### src/rtl/ex_stage.sv
// ex_stage: execute stage of the five-stage MIPS pipeline.
// Forwards operands, runs the ALU and registers the result plus pass-through
// control into EX/MEM. Define EX_MULT_EN to build in the 32-cycle iterative
// multiplier (ALU code 0110); without it code 0110 yields 0 like any other
// undefined code and ex_busy is tied low.
module ex_stage #(
   parameter int WIDTH = 32
) (
   input  logic             clk,
   input  logic             rst_n,
   input  logic             in_valid,
   input  logic [3:0]       ALUsignal,
   input  logic [WIDTH-1:0] rs_data,
   input  logic [WIDTH-1:0] rt_data,
   input  logic [WIDTH-1:0] imm,
   input  logic             ALUSrc,
   input  logic [1:0]       fwd_a,
   input  logic [1:0]       fwd_b,
   input  logic [WIDTH-1:0] wb_data,
   input  logic [4:0]       rd_in,
   input  logic             RegWrite_in,
   input  logic             MemRead_in,
   input  logic             MemWrite_in,
   input  logic             MemtoReg_in,
   input  logic             mem_stall,
   input  logic             flush,
   output logic             ex_busy,
   output logic             exmem_valid,
   output logic [WIDTH-1:0] exmem_result,
   output logic [WIDTH-1:0] exmem_store_data,
   output logic             exmem_zero,
   output logic [4:0]       exmem_rd,
   output logic             exmem_RegWrite,
   output logic             exmem_MemRead,
   output logic             exmem_MemWrite,
   output logic             exmem_MemtoReg
);

   localparam logic [3:0] ALU_ADD = 4'b0000;
   localparam logic [3:0] ALU_SUB = 4'b0001;
   localparam logic [3:0] ALU_AND = 4'b0010;
   localparam logic [3:0] ALU_OR  = 4'b0011;
   localparam logic [3:0] ALU_SLT = 4'b0101;

   typedef struct packed {
      logic             valid;
      logic [WIDTH-1:0] result;
      logic [WIDTH-1:0] store_data;
      logic             zero;
      logic [4:0]       rd;
      logic             reg_write;
      logic             mem_read;
      logic             mem_write;
      logic             mem_to_reg;
   } exmem_t;

   exmem_t           exmem_d, exmem_q;
   logic [WIDTH-1:0] op_a, rt_fwd, op_b;
   logic [WIDTH-1:0] alu_result, ex_result;
   logic             mul_done;      // multiplier's final cycle: product goes to EX/MEM
   logic [WIDTH-1:0] mul_product;

   // 00/11 register file, 01 MEM/WB value, 10 EX/MEM result
   function automatic logic [WIDTH-1:0] fwd_mux(input logic [1:0]       sel,
                                                input logic [WIDTH-1:0] reg_val,
                                                input logic [WIDTH-1:0] wb_val,
                                                input logic [WIDTH-1:0] ex_val);
      case (sel)
         2'b01:   return wb_val;
         2'b10:   return ex_val;
         default: return reg_val;
      endcase
   endfunction

   assign op_a   = fwd_mux(fwd_a, rs_data, wb_data, exmem_q.result);
   assign rt_fwd = fwd_mux(fwd_b, rt_data, wb_data, exmem_q.result);
   assign op_b   = ALUSrc ? imm : rt_fwd;

   // Single-cycle ALU; add/sub wrap with no overflow indication
   always_comb begin
      // NOTE: assign a default before the case so no path leaves alu_result unassigned (that would infer a latch).
      alu_result = '0;
      case (ALUsignal)
         ALU_ADD: alu_result = op_a + op_b;
         ALU_SUB: alu_result = op_a - op_b;
         ALU_AND: alu_result = op_a & op_b;
         ALU_OR:  alu_result = op_a | op_b;
         ALU_SLT: alu_result = {{(WIDTH-1){1'b0}}, ($signed(op_a) < $signed(op_b))};
         default: alu_result = '0;
      endcase
   end

`ifdef EX_MULT_EN
   localparam logic [3:0] ALU_MUL = 4'b0110;

   typedef enum logic {IDLE, MUL} mul_state_t;

   mul_state_t       state_d, state_q;
   logic [4:0]       cnt_d, cnt_q;
   logic [WIDTH-1:0] mcand_d, mcand_q;    // multiplicand, shifted left each step
   logic [WIDTH-1:0] mplier_d, mplier_q;  // multiplier, shifted right each step
   logic [WIDTH-1:0] prod_d, prod_q;      // running partial product
   logic             mul_req;
   logic [WIDTH-1:0] step_sum;

   assign mul_req     = (state_q == IDLE) && in_valid && (ALUsignal == ALU_MUL);
   assign mul_done    = (state_q == MUL) && (cnt_q == 5'd31);
   assign step_sum    = prod_q + (mplier_q[0] ? mcand_q : '0);
   // The 32nd partial product is added combinationally in the final cycle
   assign mul_product = step_sum;
   assign ex_busy     = mul_req || ((state_q == MUL) && (cnt_q != 5'd31));

   // Multiplier next state: accept, shift-add step, finish or abort on flush
   always_comb begin
      state_d  = state_q;
      cnt_d    = cnt_q;
      mcand_d  = mcand_q;
      mplier_d = mplier_q;
      prod_d   = prod_q;
      case (state_q)
         IDLE: begin
            if (mul_req && !flush && !mem_stall) begin
               state_d  = MUL;
               cnt_d    = '0;
               mcand_d  = op_a;
               mplier_d = op_b;
               prod_d   = '0;
            end
         end
         MUL: begin
            if (flush) begin
               state_d = IDLE;
            end else if (cnt_q == 5'd31) begin
               // Product stays parked here while the downstream stall lasts
               if (!mem_stall) state_d = IDLE;
            end else begin
               prod_d   = step_sum;
               mcand_d  = mcand_q << 1;
               mplier_d = mplier_q >> 1;
               cnt_d    = cnt_q + 5'd1;
            end
         end
         default: state_d = IDLE;
      endcase
   end

   // Multiplier state and datapath registers
   always_ff @(posedge clk or negedge rst_n) begin
      if (!rst_n) begin
         state_q  <= IDLE;
         cnt_q    <= '0;
         mcand_q  <= '0;
         mplier_q <= '0;
         prod_q   <= '0;
      end else begin
         state_q  <= state_d;
         cnt_q    <= cnt_d;
         mcand_q  <= mcand_d;
         mplier_q <= mplier_d;
         prod_q   <= prod_d;
      end
   end
`else
   assign ex_busy     = 1'b0;
   assign mul_done    = 1'b0;
   assign mul_product = '0;
`endif

   assign ex_result = mul_done ? mul_product : alu_result;

   // EX/MEM next value: flush > mem_stall > multiplier occupancy > normal load.
   // The multiply's own accept cycle counts as occupancy so it is written only once.
   always_comb begin
      exmem_d = exmem_q;
      if (flush) begin
         exmem_d.valid      = 1'b0;
         exmem_d.reg_write  = 1'b0;
         exmem_d.mem_read   = 1'b0;
         exmem_d.mem_write  = 1'b0;
         exmem_d.mem_to_reg = 1'b0;
      end else if (mem_stall) begin
         exmem_d = exmem_q;
      end else if (ex_busy) begin
         exmem_d.valid      = 1'b0;
         exmem_d.reg_write  = 1'b0;
         exmem_d.mem_read   = 1'b0;
         exmem_d.mem_write  = 1'b0;
         exmem_d.mem_to_reg = 1'b0;
      end else begin
         exmem_d.valid      = in_valid;
         exmem_d.result     = ex_result;
         exmem_d.store_data = rt_fwd;
         exmem_d.zero       = (ex_result == '0);
         exmem_d.rd         = rd_in;
         exmem_d.reg_write  = RegWrite_in & in_valid;
         exmem_d.mem_read   = MemRead_in  & in_valid;
         exmem_d.mem_write  = MemWrite_in & in_valid;
         exmem_d.mem_to_reg = MemtoReg_in & in_valid;
      end
   end

   // EX/MEM pipeline register
   always_ff @(posedge clk or negedge rst_n) begin
      // NOTE: sequential state uses non-blocking assignments so every flop samples pre-edge values.
      if (!rst_n) exmem_q <= '0;
      else        exmem_q <= exmem_d;
   end

   assign exmem_valid      = exmem_q.valid;
   assign exmem_result     = exmem_q.result;
   assign exmem_store_data = exmem_q.store_data;
   assign exmem_zero       = exmem_q.zero;
   assign exmem_rd         = exmem_q.rd;
   assign exmem_RegWrite   = exmem_q.reg_write;
   assign exmem_MemRead    = exmem_q.mem_read;
   assign exmem_MemWrite   = exmem_q.mem_write;
   assign exmem_MemtoReg   = exmem_q.mem_to_reg;

endmodule

### config.mk
export PLATFORM = sky130hd
export DESIGN_NAME = ex_stage
export DESIGN_NICKNAME = d
export VERILOG_FILES = /design/src/rtl/ex_stage.sv
export SDC_FILE = /design/constraint.sdc
export NUM_CORES = 1
export LEC_CHECK = 0
export CAP_MARGIN = 20
export CORE_ASPECT_RATIO = 1.25
export CORE_UTILIZATION = 56
export DETAILED_ROUTE_END_ITERATION = 6
export PLACE_DENSITY = 0.93
export SLEW_MARGIN = 20
export SYNTH_ARGS = -nofsm -noshare
export SYNTH_HDL_FRONTEND = slang
export SYNTH_SLANG_ARGS = --single-unit
### constraint.sdc
create_clock -name clk -period 8.02 [get_ports clk]
set_clock_uncertainty 0.15 [all_clocks]
set_input_delay 1.604 -clock clk [delete_from_list [all_inputs] [get_ports clk]]
set_output_delay 1.604 -clock clk [all_outputs]
set_load 0.01 [all_outputs]
==> summary.md <==
| Metric | Value |
|---|---|
| Die Ht | `149.4 um` |
| # IOs | `227` |
| Initial antenna violation count | `0` |
| Resize count post-CTS | `0` |
| Outcome | `completed` |
| YS warnings | `0` |
| Final setup viols | `0` |
| Largest net degree at the start of global routing | `76` |
| Dpl cells | `1725` |
| Hold buffers post-CTS | `0` |
| DR vias | `11720` |
| Post-CTS setup buffer count | `0` |
| Setup crit start kind | `input pin` |
| First-pass GRT wire length | `62570 um` |
| Non-Filler Instances | `1741` |
| Hold Fails Final Rpt | `0` |
| VDD IR-drop max | `0.1248 mV` |
| FF+latch count, synth | `75` |
| Period utilisation layout | `90.45%` |
| # H-tree levels | `3` |
| Most common cell after layout, fill and taps aside | `clkdlybuf4s50_1` |
| Minimum clock period | `7.254 ns` |
| Starting Density | `57.57%` |
| Post-synth EDFFs | `0` |
| Die footprint | `17920 um^2` |
| Static Leakage | `5.174 nW` |
| Netlist cell types | `81` |
| # clock sinks | `75` |
| Wire per inst | `24.10 um` |
| Cell-internal power | `0.001110 W` |
| Nets | `1773` |
| Fmax | `0.1379 GHz` |
| GRT Total Usage | `45.76%` |
| Post-DP HPWL | `32790 um` |
| Mean Syn Cell Area | `7.184 um^2` |
| Final antenna-violating net count | `0` |
| Normalized max-slew margin | `24.86%` |
| Max-Cap Viols | `0` |
| Clock-pin slew on the worst setup and hold paths | `0.07 ns` |
| Net Count, Synth | `1612` |
| RSZ-0062 raised after global routing | `false` |
| Combinational Power Share | `54.3%` |
| Root Buffer | `clkbuf_16` |
| Leading cell types in the layout, fill and taps excluded | `222 x clkdlybuf4s50_1, 164 x nand2_1, 157 x o21ai_0` |
| Number of remaining DRC errors | `0` |
| Initial DRC count | `1349` |
| TritonRoute pass-1 iters | `6` |
| Sw frac | `44.60%` |
| FFs w/ async S/R, synth | `100.0%` |
| Cells after Synth | `1355` |
| CTS max path bufs | `2` |
| Share of layout cells above drive strength 1 | `5.391%` |
| Final setup TNS | `0 ns` |
| DRT Wirelength | `41960 um` |
| CTS tree | `built` |
| Core Region | `16910 um^2` |
| Diode count | `0` |
| Synthesized area | `9734 um^2` |
| Vias in the first global route | `11460` |
| Cts bufs inserted | `9` |
| Crit. End Element | `flop` |
| Hold crit path type | `reg2reg` |
| Row count | `53` |
| Most used DFF post-synth | `dfrtp_1` |
| Layout area overhead | `26.49%` |
| Worst-Margin Slew | `1.127 ns` |
| Worst Setup Path Type | `in2reg` |
| Clock Power Share | `21.8%` |
| Buffers on Ports | `225` |
| Switch Pwr | `0.0008931 W` |
| Register area share after synthesis | `19.28%` |
| Power per Cell Area | `162.6 nW/um^2` |
| DR vias/cell | `6.733` |
| Total grt overflow | `0` |
| CP max FO | `28` |
| Routability cong. | `1.009` |
| Flop pwr share | `24.0%` |
| CP arrival | `7.34 ns` |
| Worst EP required | `8.11 ns` |
| Final Max Slew Viols | `0` |
| Die span in x | `119.9 um` |
| Worst-Skew Late Latency | `0.35 ns` |
[state kept, by name, summed over array words and instances (netlist names)]
signal            count
exmem_result         32
exmem_valid           1
exmem_store_data     32
exmem_MemRead         1
exmem_rd              5
exmem_zero            1
exmem_MemtoReg        1
exmem_MemWrite        1
exmem_RegWrite        1
[path summary, 6_finish.rpt]
kind	endpoint	startpoint	slack (ns)	depth (start not counted)
max	exmem_zero$_DFFE_PN0P_	fwd_a[0]	0.77	16
min	exmem_store_data[31]$_DFFE_PN0P_	exmem_store_data[31]$_DFFE_PN0P_	0.33	2
max reg2reg	exmem_zero$_DFFE_PN0P_	exmem_result[15]$_DFFE_PN0P_	2.87	15
min reg2reg	exmem_store_data[31]$_DFFE_PN0P_	exmem_store_data[31]$_DFFE_PN0P_	0.33	2
max in group asynchronous	exmem_zero$_DFFE_PN0P_	rst_n	5.79	1
min in group asynchronous	exmem_MemWrite$_DFFE_PN0P_	rst_n	1.27	1
[through the flow]
step	power (W)	hold WS (ns)	cell area (um^2)	util [%]	setup slack, ns
after detailed placement	0.001534	0.3211	12010	71.00	0.6487
after global routing	0.002090	0.3532	12310	72.82	0.4095
final	0.002003	0.3338	12310	72.82	0.7661
after global placement	0.001519	0.3116	12010	71.00	0.7667
after CTS	0.001969	0.3349	12310	72.82	1.019
after floorplan	0.001113	0.3662	9734	-	2.285
[worst max-delay path, cell delays in order]
cell	delay, ns
clkdlybuf4s50_1	0.43
inv_1	0.07
ha_1	0.90
a22oi_1	0.26
o21ai_0	0.61
ha_1	0.45
o211ai_1	0.17
o21ai_2	0.32
a31oi_1	0.24
o221ai_1	0.59
a21oi_1	0.15
o41ai_1	0.36
xor2_1	0.11
a221oi_1	0.50
nand4_1	0.18
o41ai_2	0.36
[cell type report]
type / instances / area (um^2)
Clock buffer: 9 / 225.2
Clock inverter: 7 / 82.58
Fill cell: 1298 / 4597
Inverter: 105 / 394.1
Multi-Input combinational cell: 1077 / 7047
Sequential cell: 75 / 1877
Tap cell: 220 / 275.3
Timing Repair Buffer: 248 / 2412
[Yosys cell counts, drive strengths merged, types with 5 or more instances]
library cell	number	area share, %
nand2	164	6.3
o21ai	164	8.5
a21oi	111	5.8
nor2	111	4.3
ha	104	13
inv	103	4.0
dfrtp	75	19
a22oi	71	5.5
clkbuf	64	2.5
buf	34	1.9
nand3	27	1.4
a211oi	23	1.8
xnor2	22	2.0
nor3	18	0.93
nor2b	16	1.0
mux2	14	1.6
nor4	13	0.90
nand2b	12	0.77
o211ai	12	0.98
a21o	11	0.85
o21a	11	0.85
a31oi	10	0.64
mux2i	10	1.0
o31ai	9	0.69
or3	9	0.58
nand4	8	0.51
o2111ai	8	0.72
o221ai	8	0.72
and2	7	0.45
and3	7	0.45
o21bai	7	0.54
a41oi	6	0.54
o311ai	6	0.62
a311oi	5	0.45
o41ai	5	0.60
[power by group through the flow]
stage                     clock [W]  sequential, W  combinational [W]
after global placement            0       0.000480            0.00104
final                      0.000436       0.000480            0.00109
after floorplan                   0       0.000494           0.000619
after detailed placement          0       0.000483            0.00105
after global routing       0.000448       0.000483            0.00116
after CTS                  0.000432       0.000477            0.00106
[routing by layer]
metal	global-route usage (%)	routed length, um	vias to the layer above
met2	78.65	20460	817
li1	-	-	5195
met1	47.41	14140	5449
met3	8.601	3280	261
met4	40.75	4080	0
met5	0	0	-
[cell families (layout without fill, tap and decap cells)]
group / Yosys count / in the layout / share of synthesized area, %
buffers and inverters: 203 / 369 / 8.432
XOR/XNOR: 23 / 23 / 2.069
adder cells (fa/ha/maj): 106 / 106 / 13.78
flip-flops: 75 / 75 / 19.28
AO/OA/AOI/OAI: 508 / 508 / 34.10
multiplexers: 25 / 25 / 2.879
AND/OR/NAND/NOR: 414 / 414 / 19.42
other: 1 / 1 / 0.03852
No activity file was read; power rests on OpenSTA's default activity.
